### src/rtl/sccb_multi_cam_seq_pkg.sv
// Shared types and constants for the multi-camera SCCB configuration sequencer.
package sccb_multi_cam_seq_pkg;

  localparam logic [15:0] END_MARK   = 16'hFFFF;
  localparam logic [7:0]  DLY_PREFIX = 8'hFF;

  typedef struct packed {
    logic [7:0] addr;
    logic [7:0] data;
  } sccb_entry_t;

  typedef enum logic [3:0] {
    S_PWR_RST,
    S_SETTLE,
    S_STEP_HOLD,
    S_FETCH,
    S_DECODE,
    S_SEND,
    S_WAIT_LO,
    S_WAIT_HI,
    S_DELAY,
    S_NEXT_CAM,
    S_DONE
  } seq_state_e;

  typedef enum logic [1:0] {
    M_IDLE,
    M_START,
    M_BIT,
    M_STOP
  } mst_state_e;

  function automatic int unsigned max3(input int unsigned a, input int unsigned b,
                                       input int unsigned c);
    int unsigned m;
    m = (a > b) ? a : b;
    return (m > c) ? m : c;
  endfunction

endpackage

### src/rtl/sccb_multi_cam_seq_master.sv
// SCCB 3-phase write master: start, {id,W}, addr, data (each + don't-care bit), stop.
module sccb_master
  import sccb_multi_cam_seq_pkg::*;
#(
  parameter int unsigned QTR = 125
) (
  input  logic       clk,
  input  logic       rst,
  input  logic       start_tx,
  input  logic [6:0] dev_id,
  input  logic [7:0] reg_addr,
  input  logic [7:0] reg_data,
  output logic       ready,
  output logic       sclk,
  output logic       sdat_on,
  output logic       sdat_out
);

  localparam int unsigned QW = (QTR > 1) ? $clog2(QTR) : 1;

  mst_state_e      st_q, st_d;
  logic [QW-1:0]   qcnt_q, qcnt_d;
  logic [1:0]      ph_q, ph_d;
  logic [3:0]      bpos_q, bpos_d;
  logic [1:0]      byte_q, byte_d;
  logic [23:0]     sh_q, sh_d;
  logic            tick;
  logic            ack;

  assign tick = (qcnt_q == QW'(QTR - 1));
  assign ack  = (bpos_q == 4'd8);

  always_ff @(posedge clk or posedge rst) begin
    if (rst) begin
      st_q   <= M_IDLE;
      qcnt_q <= '0;
      ph_q   <= '0;
      bpos_q <= '0;
      byte_q <= '0;
      sh_q   <= '0;
    end else begin
      st_q   <= st_d;
      qcnt_q <= qcnt_d;
      ph_q   <= ph_d;
      bpos_q <= bpos_d;
      byte_q <= byte_d;
      sh_q   <= sh_d;
    end
  end

  // Each bit is four quarter periods: data changes while sclk is low in quarter 0.
  always_comb begin
    st_d     = st_q;
    qcnt_d   = tick ? '0 : qcnt_q + QW'(1);
    ph_d     = ph_q;
    bpos_d   = bpos_q;
    byte_d   = byte_q;
    sh_d     = sh_q;
    ready    = 1'b0;
    sclk     = 1'b1;
    sdat_on  = 1'b0;
    sdat_out = 1'b1;
    unique case (st_q)
      M_IDLE: begin
        ready  = 1'b1;
        qcnt_d = '0;
        if (start_tx) begin
          sh_d = {dev_id, 1'b0, reg_addr, reg_data};
          ph_d = 2'd0;
          st_d = M_START;
        end
      end
      M_START: begin
        sdat_on  = 1'b1;
        sdat_out = (ph_q == 2'd0);
        if (tick) begin
          if (ph_q == 2'd1) begin
            st_d   = M_BIT;
            ph_d   = 2'd0;
            bpos_d = '0;
            byte_d = '0;
          end else begin
            ph_d = ph_q + 2'd1;
          end
        end
      end
      M_BIT: begin
        sclk     = ph_q[1];
        sdat_on  = ~ack;
        sdat_out = ack | sh_q[23];
        if (tick) begin
          ph_d = ph_q + 2'd1;
          if (ph_q == 2'd3) begin
            if (ack) begin
              bpos_d = '0;
              if (byte_q == 2'd2) begin
                st_d = M_STOP;
                ph_d = 2'd0;
              end else begin
                byte_d = byte_q + 2'd1;
              end
            end else begin
              bpos_d = bpos_q + 4'd1;
              sh_d   = {sh_q[22:0], 1'b0};
            end
          end
        end
      end
      M_STOP: begin
        sdat_on  = 1'b1;
        sclk     = (ph_q != 2'd0);
        sdat_out = (ph_q == 2'd2);
        if (tick) begin
          if (ph_q == 2'd2) st_d = M_IDLE;
          else              ph_d = ph_q + 2'd1;
        end
      end
      default: st_d = M_IDLE;
    endcase
  end

endmodule

### src/rtl/sccb_multi_cam_seq.sv
// Power-up and register-table sequencer driving N_CAM cameras through one shared SCCB master.
module sccb_multi_cam_seq
  import sccb_multi_cam_seq_pkg::*;
#(
  parameter int unsigned N_CAM      = 2,
  parameter int unsigned N_REGS     = 64,
  parameter int unsigned AW         = $clog2(N_REGS),
  parameter logic [6:0]  CAM_ID     = 7'h21,
  parameter int unsigned RST_CYC    = 100000,
  parameter int unsigned SETTLE_CYC = 100000,
  parameter int unsigned DLY_UNIT   = 100000,
  parameter int unsigned XCLK_DIV   = 2,
  parameter int unsigned SCCB_QTR   = 125
) (
  input  logic             clk,
  input  logic             rst_n,
  input  logic             start,
  input  logic             step_mode,
  input  logic             step,
  output logic [AW-1:0]    tbl_addr,
  input  logic [15:0]      tbl_data,
  output logic [N_CAM-1:0] sclk,
  output logic [N_CAM-1:0] sdat_on,
  output logic [N_CAM-1:0] sdat_out,
  output logic [N_CAM-1:0] cam_rst_n,
  output logic [N_CAM-1:0] cam_pwdn,
  output logic             xclk,
  output logic [2:0]       cur_cam,
  output logic             busy,
  output logic             done
);

  localparam int unsigned CNT_MAX = max3(RST_CYC, SETTLE_CYC, 255 * DLY_UNIT);
  localparam int unsigned CW      = $clog2(CNT_MAX + 1);
  localparam int unsigned XW      = (XCLK_DIV > 1) ? $clog2(XCLK_DIV) : 1;

  typedef logic [CW-1:0] cnt_t;

  localparam cnt_t RST_LOAD    = cnt_t'(RST_CYC - 1);
  localparam cnt_t SETTLE_LOAD = cnt_t'(SETTLE_CYC - 1);

  seq_state_e  state_q, state_d;
  cnt_t        cnt_q, cnt_d;
  logic [AW-1:0] idx_q, idx_d;
  logic [2:0]  cur_q, cur_d;
  logic        pend_q, pend_d;
  sccb_entry_t entry_q, entry_d;
  logic [XW-1:0] xdiv_q;
  logic        xclk_q;

  logic        start_tx;
  logic        advance;
  logic        restart;
  logic        mst_rst;
  logic        m_ready, m_sclk, m_sdat_on, m_sdat_out;
  seq_state_e  hold_or_fetch;

  assign mst_rst       = ~rst_n;
  assign hold_or_fetch = step_mode ? S_STEP_HOLD : S_FETCH;

  sccb_master #(.QTR(SCCB_QTR)) u_master (
    .clk     (clk),
    .rst     (mst_rst),
    .start_tx(start_tx),
    .dev_id  (CAM_ID),
    .reg_addr(entry_q.addr),
    .reg_data(entry_q.data),
    .ready   (m_ready),
    .sclk    (m_sclk),
    .sdat_on (m_sdat_on),
    .sdat_out(m_sdat_out)
  );

  always_ff @(posedge clk or negedge rst_n) begin
    if (!rst_n) begin
      state_q <= S_PWR_RST;
      cnt_q   <= RST_LOAD;
      idx_q   <= '0;
      cur_q   <= '0;
      pend_q  <= 1'b0;
      entry_q <= '0;
    end else begin
      state_q <= state_d;
      cnt_q   <= cnt_d;
      idx_q   <= idx_d;
      cur_q   <= cur_d;
      pend_q  <= pend_d;
      entry_q <= entry_d;
    end
  end

  always_ff @(posedge clk or negedge rst_n) begin
    if (!rst_n) begin
      xdiv_q <= '0;
      xclk_q <= 1'b0;
    end else if (xdiv_q == XW'(XCLK_DIV - 1)) begin
      xdiv_q <= '0;
      xclk_q <= ~xclk_q;
    end else begin
      xdiv_q <= xdiv_q + XW'(1);
    end
  end

  always_comb begin
    state_d  = state_q;
    cnt_d    = cnt_q;
    idx_d    = idx_q;
    cur_d    = cur_q;
    pend_d   = pend_q;
    entry_d  = entry_q;
    start_tx = 1'b0;
    advance  = 1'b0;
    restart  = 1'b0;
    unique case (state_q)
      S_PWR_RST: begin
        if (cnt_q == '0) begin
          state_d = S_SETTLE;
          cnt_d   = SETTLE_LOAD;
        end else begin
          cnt_d = cnt_q - cnt_t'(1);
        end
      end
      S_SETTLE: begin
        if (cnt_q == '0) state_d = hold_or_fetch;
        else             cnt_d   = cnt_q - cnt_t'(1);
      end
      S_STEP_HOLD: if (step || !step_mode) state_d = S_FETCH;
      S_FETCH:     state_d = S_DECODE;
      S_DECODE: begin
        entry_d = sccb_entry_t'(tbl_data);
        if (tbl_data == END_MARK) begin
          state_d = S_NEXT_CAM;
        end else if (tbl_data[15:8] == DLY_PREFIX) begin
          if (tbl_data[7:0] == 8'd0) begin
            advance = 1'b1;
          end else begin
            cnt_d   = cnt_t'(tbl_data[7:0]) * cnt_t'(DLY_UNIT) - cnt_t'(1);
            state_d = S_DELAY;
          end
        end else begin
          state_d = S_SEND;
        end
      end
      S_SEND: begin
        if (m_ready) begin
          start_tx = 1'b1;
          state_d  = S_WAIT_LO;
        end
      end
      S_WAIT_LO: begin
        if (start)    pend_d  = 1'b1;
        if (!m_ready) state_d = S_WAIT_HI;
      end
      S_WAIT_HI: begin
        if (start) pend_d = 1'b1;
        if (m_ready) begin
          if (pend_q || start) restart = 1'b1;
          else                 advance = 1'b1;
        end
      end
      S_DELAY: begin
        if (cnt_q == '0) advance = 1'b1;
        else             cnt_d   = cnt_q - cnt_t'(1);
      end
      S_NEXT_CAM: begin
        idx_d = '0;
        if (cur_q < 3'(N_CAM - 1)) begin
          cur_d   = cur_q + 3'd1;
          state_d = hold_or_fetch;
        end else begin
          state_d = S_DONE;
        end
      end
      S_DONE:  ;
      default: state_d = S_PWR_RST;
    endcase

    // The last table slot finishes the camera instead of wrapping the index.
    if (advance) begin
      if (idx_q == AW'(N_REGS - 1)) begin
        state_d = S_NEXT_CAM;
      end else begin
        idx_d   = idx_q + AW'(1);
        state_d = hold_or_fetch;
      end
    end

    if (start && state_q != S_WAIT_LO && state_q != S_WAIT_HI) restart = 1'b1;

    if (restart) begin
      state_d  = S_PWR_RST;
      cnt_d    = RST_LOAD;
      idx_d    = '0;
      cur_d    = '0;
      pend_d   = 1'b0;
      start_tx = 1'b0;
    end
  end

  always_comb begin
    sclk     = '1;
    sdat_on  = '0;
    sdat_out = '1;
    for (int unsigned i = 0; i < N_CAM; i++) begin
      if (cur_q == 3'(i)) begin
        sclk[i]     = m_sclk;
        sdat_on[i]  = m_sdat_on;
        sdat_out[i] = m_sdat_out;
      end
    end
  end

  assign tbl_addr  = idx_q;
  assign cur_cam   = cur_q;
  assign xclk      = xclk_q;
  assign busy      = (state_q != S_DONE);
  assign done      = (state_q == S_DONE);
  assign cam_rst_n = {N_CAM{state_q != S_PWR_RST}};
  assign cam_pwdn  = '0;

endmodule
### config.mk
export PLATFORM = sky130hd
export DESIGN_NAME = sccb_multi_cam_seq
export DESIGN_NICKNAME = d
export VERILOG_FILES = /design/src/rtl/sccb_multi_cam_seq_pkg.sv /design/src/rtl/sccb_multi_cam_seq_master.sv /design/src/rtl/sccb_multi_cam_seq.sv
export SDC_FILE = /design/constraint.sdc
export NUM_CORES = 1
export LEC_CHECK = 0
export ABC_AREA = 1
export CAP_MARGIN = 20
export CORE_AREA = 8 8 124 126
export DETAILED_ROUTE_END_ITERATION = 10
export DIE_AREA = 0 0 132 134
export GPL_TIMING_DRIVEN = 0
export HOLD_SLACK_MARGIN = 0.1
export PLACE_DENSITY_LB_ADDON = 0.2
export SLEW_MARGIN = 15
export SYNTH_ARGS = -nofsm -noshare
export SYNTH_HDL_FRONTEND = slang
export SYNTH_SLANG_ARGS = --single-unit
export TNS_END_PERCENT = 10
### constraint.sdc
create_clock -name clk -period 3.5 [get_ports clk]
set_input_delay 0.875 -clock clk [delete_from_list [all_inputs] [get_ports clk]]
set_output_delay 0.875 -clock clk [all_outputs]
set_load 0.03 [all_outputs]
---- Word level (Yosys, flattened, before mapping) ----
Cells that the tools add are included.
Widths: inputs -> output; s select.
cells by class
  $lt $le $gt $ge ......................... 1
  equality and inequality tests ........... 49
  bitwise gates (word level) .............. 3
  reduce and logical (&&, ||, !) cells .... 33
  multipliers ............................. 1
  multiplexer cells ....................... 96
  add/subtract/negate cells ............... 9
operator list
  kind                   number
  $mux 25                6
  $mux 24                4
  $pmux 25 s3            1
  $mux 4                 17
  $sub 25x1->25 const B  2
  $mux 2                 24
  $pmux 24 s2            1
  $pmux 4 s9             1
  $logic_not 25->1       1
  $mux 1                 25
  $mux 6                 4
  $ne 4x4->1 const B     6
  $mul 8x12->20 const B  1
  $reduce_and 5->1       4
  $eq 16x16->1 const B   1
  $eq 4x3->1 const B     4
  $eq 4x4->1 const B     4
  $ne 2x1->1 const B     8
  $pmux 2 s4             2
  $mux 7                 2
  $reduce_and 7->1       2
  $reduce_bool 2->1      7
  $ne 3x3->1 const B     4
  $eq 2x2->1 const B     5
  37 further kinds       56
word-level totals
  output and inout port bits .............. 22
  bits in registers ....................... 98
  bits of input ports ..................... 21

---- Logic depth before layout (Yosys ltp) ----
Gate-level depths: netlist of run 1.
  depth after elaboration ................. 8
  depth in mapped cells ................... 24
  gate-level depth less buffers ........... 24

---- Hierarchy ----
From an unflattened synthesis of run 1, not the netlist that was laid out.
second synthesis, totals
  cells, all modules ...................... 1196
  area, all modules ....................... 8336.7 um^2
modules (own cells, without submodules)
  module              area an instance (um^2)  sequential area each (um^2)  instances  cells an instance
  sccb_multi_cam_seq  5798.1                   1438.9                       1          838
  sccb_master         2538.7                   1026.0                       1          358

---- Worst setup path before layout of run 1 ----
No wires, ideal clock.
  path kind ............................... input -> register
  start point ............................. input tbl_data[2]
  end point ............................... register cnt_q[22]
  cell stages on the path ................. 21
  path buffers ............................ 0
  arrival ................................. 4043 ps
  setup slack ............................. -659 ps
  required time ........................... 3384 ps
  path through ............................ ha_1 ha_1 inv_1 fa_1 inv_1 fa_1 ha_1 nand2_1 nand2_1 inv_1 nand3b_1 nand2_2 nand3_1 nor2_2 nand3_2 nor2_2 nand3_1 nand3_1 nand2_1 nand2_1 nand2_1
on the way
  word-level cells in the longest chain between the ends .. 7
ends and longest elaborated chain
  what                    RTL line                   RTL
  start: declaration      sccb_multi_cam_seq.sv:21   input logic [15:0] tbl_data,
  $mul 8x12->20           sccb_multi_cam_seq.sv:137  cnt_d = cnt_t'(tbl_data[7:0]) * cnt_t'(DLY_UNIT) - cnt_t'(1);
  $sub 25x1->25           sccb_multi_cam_seq.sv:137
  $mux 25                 sccb_multi_cam_seq.sv:134  if (tbl_data[7:0] == 8'd0) begin
  $mux 25                 sccb_multi_cam_seq.sv:133  end else if (tbl_data[15:8] == DLY_PREFIX) begin
  $mux 25                 sccb_multi_cam_seq.sv:131  if (tbl_data == END_MARK) begin
  $pmux 25 s3             sccb_multi_cam_seq.sv:114  unique case (state_q)
  $mux 25                 sccb_multi_cam_seq.sv:190  if (restart) begin
  end signal: assignment  sccb_multi_cam_seq.sv:84   cnt_q <= cnt_d;
  end: declaration        sccb_multi_cam_seq.sv:43   cnt_t cnt_q, cnt_d;
Parallel ways exist; a longest one is shown, timed or not. The select of a mux whose other input is x is not followed.
A chain may end at the register's enable or synchronous reset.

---- Worst setup path in the final report of run 1 ----
  start point ............................. input tbl_data[2]
  end point ............................... register cnt_q[24]
The elaborated chain is that of the path after synthesis.

==> results of run 1 <==
-- Yosys cell counts, drive strengths merged, types with 2 or more instances --
library cell / number / area share (%)
nand3: 63 / 4.1
o21a: 4 / 0.38
o31ai: 3 / 0.45
a22oi: 4 / 0.44
clkbuf: 10 / 0.59
nor3: 14 / 1.0
nand3b: 10 / 0.94
nand2: 279 / 13
buf: 12 / 1.3
nor2: 119 / 6.3
xnor2: 2 / 0.22
o22ai: 13 / 1.0
o211ai: 17 / 1.6
a21oi: 34 / 2.1
dfrtp: 88 / 28
nand4: 21 / 1.8
or2: 5 / 0.39
inv: 182 / 8.7
xor2: 20 / 2.2
dfstp: 10 / 3.3
fa: 12 / 3.0
o21ai: 84 / 5.5
ha: 77 / 12
a31oi: 4 / 0.31
-- state kept, by name, summed over array words and instances, names as in the netlist, 3 cells and up --
| register | count |
|---|---|
| u_master.sh_q | 24 |
| entry_q | 16 |
| cnt_q | 25 |
| u_master.bpos_q | 4 |
| state_q | 4 |
| u_master.qcnt_q | 7 |
| cur_cam | 3 |
| tbl_addr | 6 |
-- area by class of cell --
cell class	count	area (µm²)	area share, %
inverters	183	697	7.32
plain buffers	22	155	1.63
clock inverters	7	72.6	0.762
well taps	180	225	2.37
multi-input cells	796	5180	54.4
repair buffers	51	503	5.28
clock buffers	9	225	2.37
flip-flops and latches	98	2460	25.9
-- placed cells by master (no fill, tap or decap), types with 3 or more instances in the layout --
cell                              count
sky130_fd_sc_hd__ha_1                55
sky130_fd_sc_hd__or2_2                4
sky130_fd_sc_hd__xor2_1              20
sky130_fd_sc_hd__nor2_2              13
sky130_fd_sc_hd__o21ai_0             56
sky130_fd_sc_hd__dfrtp_1             88
sky130_fd_sc_hd__clkdlybuf4s50_1     29
sky130_fd_sc_hd__clkbuf_1             9
sky130_fd_sc_hd__nand2_2             22
sky130_fd_sc_hd__ha_4                22
sky130_fd_sc_hd__o21a_1               4
sky130_fd_sc_hd__inv_1              159
sky130_fd_sc_hd__nor3_1              10
sky130_fd_sc_hd__nand3_1             52
sky130_fd_sc_hd__clkbuf_16            9
sky130_fd_sc_hd__a21oi_1             31
sky130_fd_sc_hd__nand3_2              9
sky130_fd_sc_hd__nand2_1            251
sky130_fd_sc_hd__a31oi_1              4
sky130_fd_sc_hd__buf_2                4
sky130_fd_sc_hd__fa_1                11
sky130_fd_sc_hd__buf_6                7
sky130_fd_sc_hd__nand3b_1            10
sky130_fd_sc_hd__nand2_4              6
sky130_fd_sc_hd__nor2_4               9
sky130_fd_sc_hd__o211ai_1            17
sky130_fd_sc_hd__buf_4               16
sky130_fd_sc_hd__inv_2               20
sky130_fd_sc_hd__a21oi_2              3
sky130_fd_sc_hd__o22ai_1             13
sky130_fd_sc_hd__nor3_2               3
sky130_fd_sc_hd__nor2_1              96
sky130_fd_sc_hd__o21ai_1             25
sky130_fd_sc_hd__a22oi_1              3
sky130_fd_sc_hd__nand4_1             19
sky130_fd_sc_hd__dfstp_2             10
-- worst paths after layout --
path / from / to / slack, ps
setup / recovery: tbl_data[2] / cnt_q[24] / -350
hold / removal: rst_n / cnt_q[18] / 410
setup reg to reg: u_master.st_q[0] / cnt_q[1] / 1060
hold reg to reg: xdiv_q / xdiv_q / 430
max in group asynchronous: rst_n / cnt_q[9] / 2430
min in group clk: xdiv_q / xdiv_q / 430
-- routing by layer --
metal / track usage, % / vias to the layer above
met5: 0 / -
met4: 6.57 / 0
met3: 3.44 / 29
met2: 37.9 / 143
met1: 27.8 / 3375
li1: - / 3678
-- power groups by stage --
stage	logic [µW]	registers (µW)	clock network, µW
6_report	3690	1750	1010
5_1_grt	4160	1790	1050
4_1_cts	3550	1750	1010
3_5_place_dp	3390	1760	0
3_3_place_gp	3310	1760	0
2_1_floorplan	2640	1710	0
-- logic make-up (layout without fill, tap and decap cells) --
logic type | after synthesis | in the layout | synth area share, %
buffers and inverters | 205 | 272 | 10.7
and+or+nand+nor | 512 | 512 | 28.3
DFF | 98 | 98 | 30.8
other | 1 | 2 | 0.0469
xor gates and xnor gates | 22 | 22 | 2.41
AOI/OAI and AO/OA | 171 | 171 | 12.7
adders and majority gates | 89 | 89 | 15.1
-- metrics by stage --
| step | power (µW) | hold WS [ps] |
|---|---|---|
| after floorplan | 4350 | 413 |
| after global placement | 5070 | 424 |
| after detailed placement | 5150 | 430 |
| after CTS | 6310 | 420 |
| after global routing | 7010 | 432 |
| final | 6450 | 414 |
-- repair_timing --
action / in CTS / in global routing
setup endpoints to repair: 17 / 18
buffers inserted: 7 / 3
pin swaps: 24 / 27
hold buffers: 0 / 0
gates cloned: 0 / 0
endpoints found under the hold margin: 0 / 0
gates resized for setup: 76 / 54
==> results_dict.tcl, run 1 <==
set metrics [dict create \
    dpl.cell_count 1320 \
    fin_ws_ps -350 \
    synth-main-ff-cell "sky130_fd_sc_hd__dfrtp_1" \
    core_area_um2 13500 \
    finalHoldViolations 0 \
    tightest_slew_ps 603 \
    ys_types 56 \
    routed-via-count 7225 \
    switching_share_pct 47.5 \
    critical_path.n_buffers_inverters 3 \
    peak_per_stage_delay_on_the_critical_path_ps 540 \
    clk_latency_ps 350 \
    grt_antenna_before_repair 0 \
    initial_utilization_pct 59.2 \
    tritoncts "built" \
    nets 1271 \
    synth.cell_area_um2 7990 \
    power.density_cell_area_nw_per_um2 678 \
    fmax_mhz 260 \
    syn_avg_cell_area_um2 7.28 \
    critical_path_capture_point_type "register" \
    wl_um 19200 \
    cts.clk_slew.worst_paths_ps 70 \
    design.die.area_um2 17700 \
    seq_power_share_pct 27.2 \
    net-switching-power_uw 3060 \
    hold_path_class "in -> async" \
    dr.max_layer_used "met4" \
    grt_first_pass_wirelength_um 32600 \
    placementRows 43 \
    path_class "in -> reg" \
    clock_sink_count 98 \
    violations "negative setup slack" \
    numPortBuffers 40 \
    ir_worst_vdd_mv 0.311 \
    route.met3.wl_um 725 \
    cap_violations 0 \
    max_slew_margin_pct 59.8 \
    critPathArrivalTime_ps 4150 \
    critical_path.startpoint_type "input port" \
    filler_cell_count 1099 \
    skew_ps 9.06 \
    required_ps 3800 \
    post_place_instance_area_um2 8780 \
    worst_path_max_delay_cell "sky130_fd_sc_hd__fa_2" \
    firstDrtPassIters 5 \
    drt-met1-wl_um 8870 \
    route.detailed.vias_per_inst 5.37 \
    fraction_of_final_layout_cells_sized_beyond_drive_strength_1_pct 16.0 \
    leakage_uw 0.00464 \
    finalCritPeriodShare_pct 110 \
    setup_repair_after_global_routing_missed_its_margin "true" \
    die_h_um 134 \
    worstPathCellList "buf_8 -> ha_4 -> ha_4 -> inv_2 -> fa_1 -> inv_2 -> fa_2 -> ha_4 -> nor2_1 -> o21ai_1 -> nor2_2 -> nand3_4 -> nor2_4 -> nand3_4 -> nor2_4 -> nand2_1 -> nand2_1 -> nand3_2 -> nand2_1 -> nand2_1 -> nand2_1" \
    period_minus_slack_ps 3850 \
    clockBufferDepth 2 \
    postLayoutCellArea_um2 9520 \
    area_growth_pct 19.1 \
    synth_sequential_area_ratio_pct 30.8 \
    power_report.internal_total_uw 3390 \
    globalRouteTotalUtil_pct 22.0 \
    cts_buffers 9 \
    pwr-share-comb_pct 57.2 \
    via_count_of_the_first_global_routing_pass 6953 \
    critPathMaxFanout 6 \
    pin_count_of_the_biggest_net_entering_global_routing 65 \
    cts_root_buffer "sky130_fd_sc_hd__clkbuf_16" \
    power.clock.fraction_pct 15.6 \
    cts_h_tree_lvls 3 \
    met2_length_um 9250 \
    r2r.worst_path.cells 10 \
    outcome "finished, violations left" \
    yosys_register_bits 98 \
    top_cell_by_count_worst_path "sky130_fd_sc_hd__nand2_1" \
    globalRoute.totalOverflow 0 \
    final_antenna_net_count 0 \
    worst-path-stages 21 \
    syn_inst 1098 \
    place.detailed.hpwl_um 14300 \
    avgRoutedWirePerCell_um 14.2 \
    post-place-ws_ps -1590 \
    drt-initial-drc-count 450 \
    synth_async_sr_flop_share_pct 100 \
    synth-edff-count 0 \
    place_congestion 0.930 \
    synth-warning-count 0 \
    timing.final.max_slew_violations 0 \
    antenna_diodes 0 \
    stdcell_count 1346 \
    drc 0 \
    final_report_setup_violation_count 12 \
    layout.core_utilization_pct 70.5 \
    fin_tns_setup_ps -3220 \
    io-pin-count 43 \
    cpLargestDelayFamily "adder cells" \
    die_x_um 132 \
]
Power figures use the tool's default switching activity.
==> inputs of run 2 (changes only) <==
--- a/config.mk
+++ b/config.mk
@@ -7,12 +7,13 @@
 export LEC_CHECK = 0
 export ABC_AREA = 1
 export CAP_MARGIN = 20
-export CORE_AREA = 8 8 124 126
+export CORE_AREA = 8 8 105 179
 export DETAILED_ROUTE_END_ITERATION = 10
-export DIE_AREA = 0 0 132 134
+export DIE_AREA = 0 0 113 187
 export GPL_TIMING_DRIVEN = 0
 export HOLD_SLACK_MARGIN = 0.1
 export PLACE_DENSITY_LB_ADDON = 0.2
+export SETUP_SLACK_MARGIN = 0.15
 export SLEW_MARGIN = 15
 export SYNTH_ARGS = -nofsm -noshare
 export SYNTH_HDL_FRONTEND = slang
==> run 2 against run 1 <==
The run still ends with negative setup slack left. Power grew 1.7%. Register-to-register slack gained 50 ps. Critical endpoint is now cnt_q[23]. Sequential power is essentially flat. First-iteration DRC count shrank 36%. Count of clock-buffer cells in the layout grew 1. Global-route usage shrank 2.2 points. Sequential share of layout area is essentially flat. Largest cell class unchanged. Non-clock buffer count grew 4. Die area grew 19%. Combinational power grew 5%. Clock power shrank 5%.
==> results_dict.tcl, run 2 (synthesized netlist as in run 1, its figures left out) <==
set metrics [dict create \
    drc 0 \
    final_antenna_net_count 0 \
    setup_repair_after_global_routing_missed_its_margin "true" \
    cts_buffers 9 \
    place_congestion 0.925 \
    fmax_mhz 254 \
    skew_ps 6.10 \
    critPathMaxFanout 6 \
    finalHoldViolations 0 \
    tightest_slew_ps 578 \
    dpl.cell_count 1332 \
    routed-via-count 7255 \
    switching_share_pct 47.1 \
    net-switching-power_uw 3090 \
    post_place_instance_area_um2 8800 \
    ir_worst_vdd_mv 0.280 \
    path_class "in -> reg" \
    initial_utilization_pct 49.1 \
    globalRoute.totalOverflow 0 \
    period_minus_slack_ps 3930 \
    numPortBuffers 40 \
    clock_sink_count 98 \
    wl_um 20400 \
    stdcell_count 1362 \
    postLayoutCellArea_um2 9530 \
    most_frequent_standard_cell_in_the_layout_excluding_fill_and_tap_cells "sky130_fd_sc_hd__nand2_1" \
    tritoncts "built" \
    outcome "finished, violations left" \
    nets 1275 \
    grt_antenna_before_repair 0 \
    die_x_um 113 \
    place.detailed.hpwl_um 16000 \
    pwr-share-comb_pct 58.7 \
    design.die.area_um2 21100 \
    via_count_of_the_first_global_routing_pass 7376 \
    leakage_uw 0.00462 \
    pin_count_of_the_biggest_net_entering_global_routing 67 \
    power.clock.fraction_pct 14.7 \
    most-common-layout-cells "sky130_fd_sc_hd__nand2_1 (251), sky130_fd_sc_hd__inv_1 (165), sky130_fd_sc_hd__nor2_1 (95), sky130_fd_sc_hd__dfrtp_1 (88)" \
    timing.final.max_slew_violations 0 \
    max_slew_margin_pct 61.5 \
    placementRows 62 \
    layout_top_registers "cnt_q x25, u_master.sh_q x24, entry_q x16" \
    seq_power_share_pct 26.6 \
    avgRoutedWirePerCell_um 15.0 \
    power.density_cell_area_nw_per_um2 689 \
    grt_first_pass_wirelength_um 34100 \
    largest_register_ff_count 25 \
    registers.top_by_ff_count "cnt_q" \
    drt-initial-drc-count 290 \
    critical_path.startpoint_type "input port" \
    route.detailed.vias_per_inst 5.33 \
    antenna_diodes 0 \
    cts_root_buffer "sky130_fd_sc_hd__clkbuf_16" \
    hold_path_class "in -> async" \
    cts.clk_slew.worst_paths_ps 60 \
    clockBufferDepth 2 \
    critPathArrivalTime_ps 4180 \
    die_h_um 187 \
    cts_h_tree_lvls 3 \
    violations "negative setup slack" \
    fraction_of_final_layout_cells_sized_beyond_drive_strength_1_pct 16.0 \
    required_ps 3740 \
    clk_latency_ps 350 \
    globalRouteTotalUtil_pct 19.8 \
    firstDrtPassIters 6 \
    finalCritPeriodShare_pct 112 \
    final_report_setup_violation_count 12 \
    power_report.internal_total_uw 3470 \
    core_area_um2 16300 \
    critical_path_capture_point_type "register" \
    cap_violations 0 \
    area_growth_pct 19.3 \
    holdBufCountCts 0 \
    io-pin-count 43 \
    fin_ws_ps -434 \
]
## run 2: cell type report
type / count / area, µm²
Inverter: 183 / 701
Multi-Input combinational cell: 796 / 5160
Fill cell: 1497 / 6760
Buffer: 22 / 155
Sequential cell: 98 / 2460
Tap cell: 192 / 240
Clock inverter: 6 / 48.8
Clock buffer: 10 / 239
Timing Repair Buffer: 55 / 527
## run 2: per-layer routing
| metal | track usage (%) | up-vias | part of all wire (%) |
|---|---|---|---|
| li1 | - | 3685 | - |
| met1 | 20.0 | 3400 | 38 |
| met2 | 37.9 | 120 | 55 |
| met3 | 2.36 | 50 | 2.1 |
| met4 | 10.5 | 0 | 4.5 |
| met5 | 0 | - | 0 |
## run 2: what timing repair did
action | CTS | global route
endpoints found under the setup margin | 19 | 17
buffers inserted | 11 | 3
resized for setup | 87 | 43
cloned | 0 | 0
pin swaps | 28 | 35
## run 2: power by group through the flow
stage	Combinational [µW]	Sequential, µW	Clock, µW
after floorplan	2640	1710	0
after global placement	3440	1750	0
after detailed placement	3490	1760	0
after CTS	3750	1740	986
after global routing	4340	1790	1020
final	3860	1750	962
## run 2: worst max-delay path: stages
cell and delay, ps:
sky130_fd_sc_hd__buf_4 150, sky130_fd_sc_hd__inv_1 100, sky130_fd_sc_hd__ha_4 220, sky130_fd_sc_hd__ha_1 310, sky130_fd_sc_hd__fa_1 580, sky130_fd_sc_hd__ha_4 220
sky130_fd_sc_hd__ha_4 260, sky130_fd_sc_hd__or2_2 290, sky130_fd_sc_hd__nand3b_1 120, sky130_fd_sc_hd__nand2_2 90, sky130_fd_sc_hd__nand2_1 70, sky130_fd_sc_hd__nand2_2 80
sky130_fd_sc_hd__nor2_4 170, sky130_fd_sc_hd__nand2_2 130, sky130_fd_sc_hd__nor2_4 130, sky130_fd_sc_hd__nand3b_1 100, sky130_fd_sc_hd__nand3_2 110, sky130_fd_sc_hd__nand2_1 60
sky130_fd_sc_hd__nand2_1 60, sky130_fd_sc_hd__nand2_1 50
## run 2: per-stage QoR
step	TNS (ps)	utilization (%)	power [µW]	hold WS [ps]	setup slack, ps
3_3_place_gp	-231030	53.8	5190	433	-2310
3_5_place_dp	-18970	54.0	5260	438	-1740
2_1_floorplan	-3830	-	4350	413	-436
6_report	-3850	58.5	6560	407	-434
4_1_cts	-4020	57.6	6480	411	-436
5_1_grt	-6290	58.5	7160	428	-612
## run 2: worst paths after layout
path	start	to	slack [ps]	cells after the start
hold reg to reg	xdiv_q	xdiv_q	440	1
hold / removal	rst_n	u_master.sh_q[17]	410	1
setup / recovery	tbl_data[3]	cnt_q[23]	-430	20
min in group clk	xdiv_q	xdiv_q	440	1
setup reg to reg	u_master.st_q[0]	u_master.sh_q[19]	1110	11
max in group asynchronous	rst_n	cnt_q[2]	2400	2
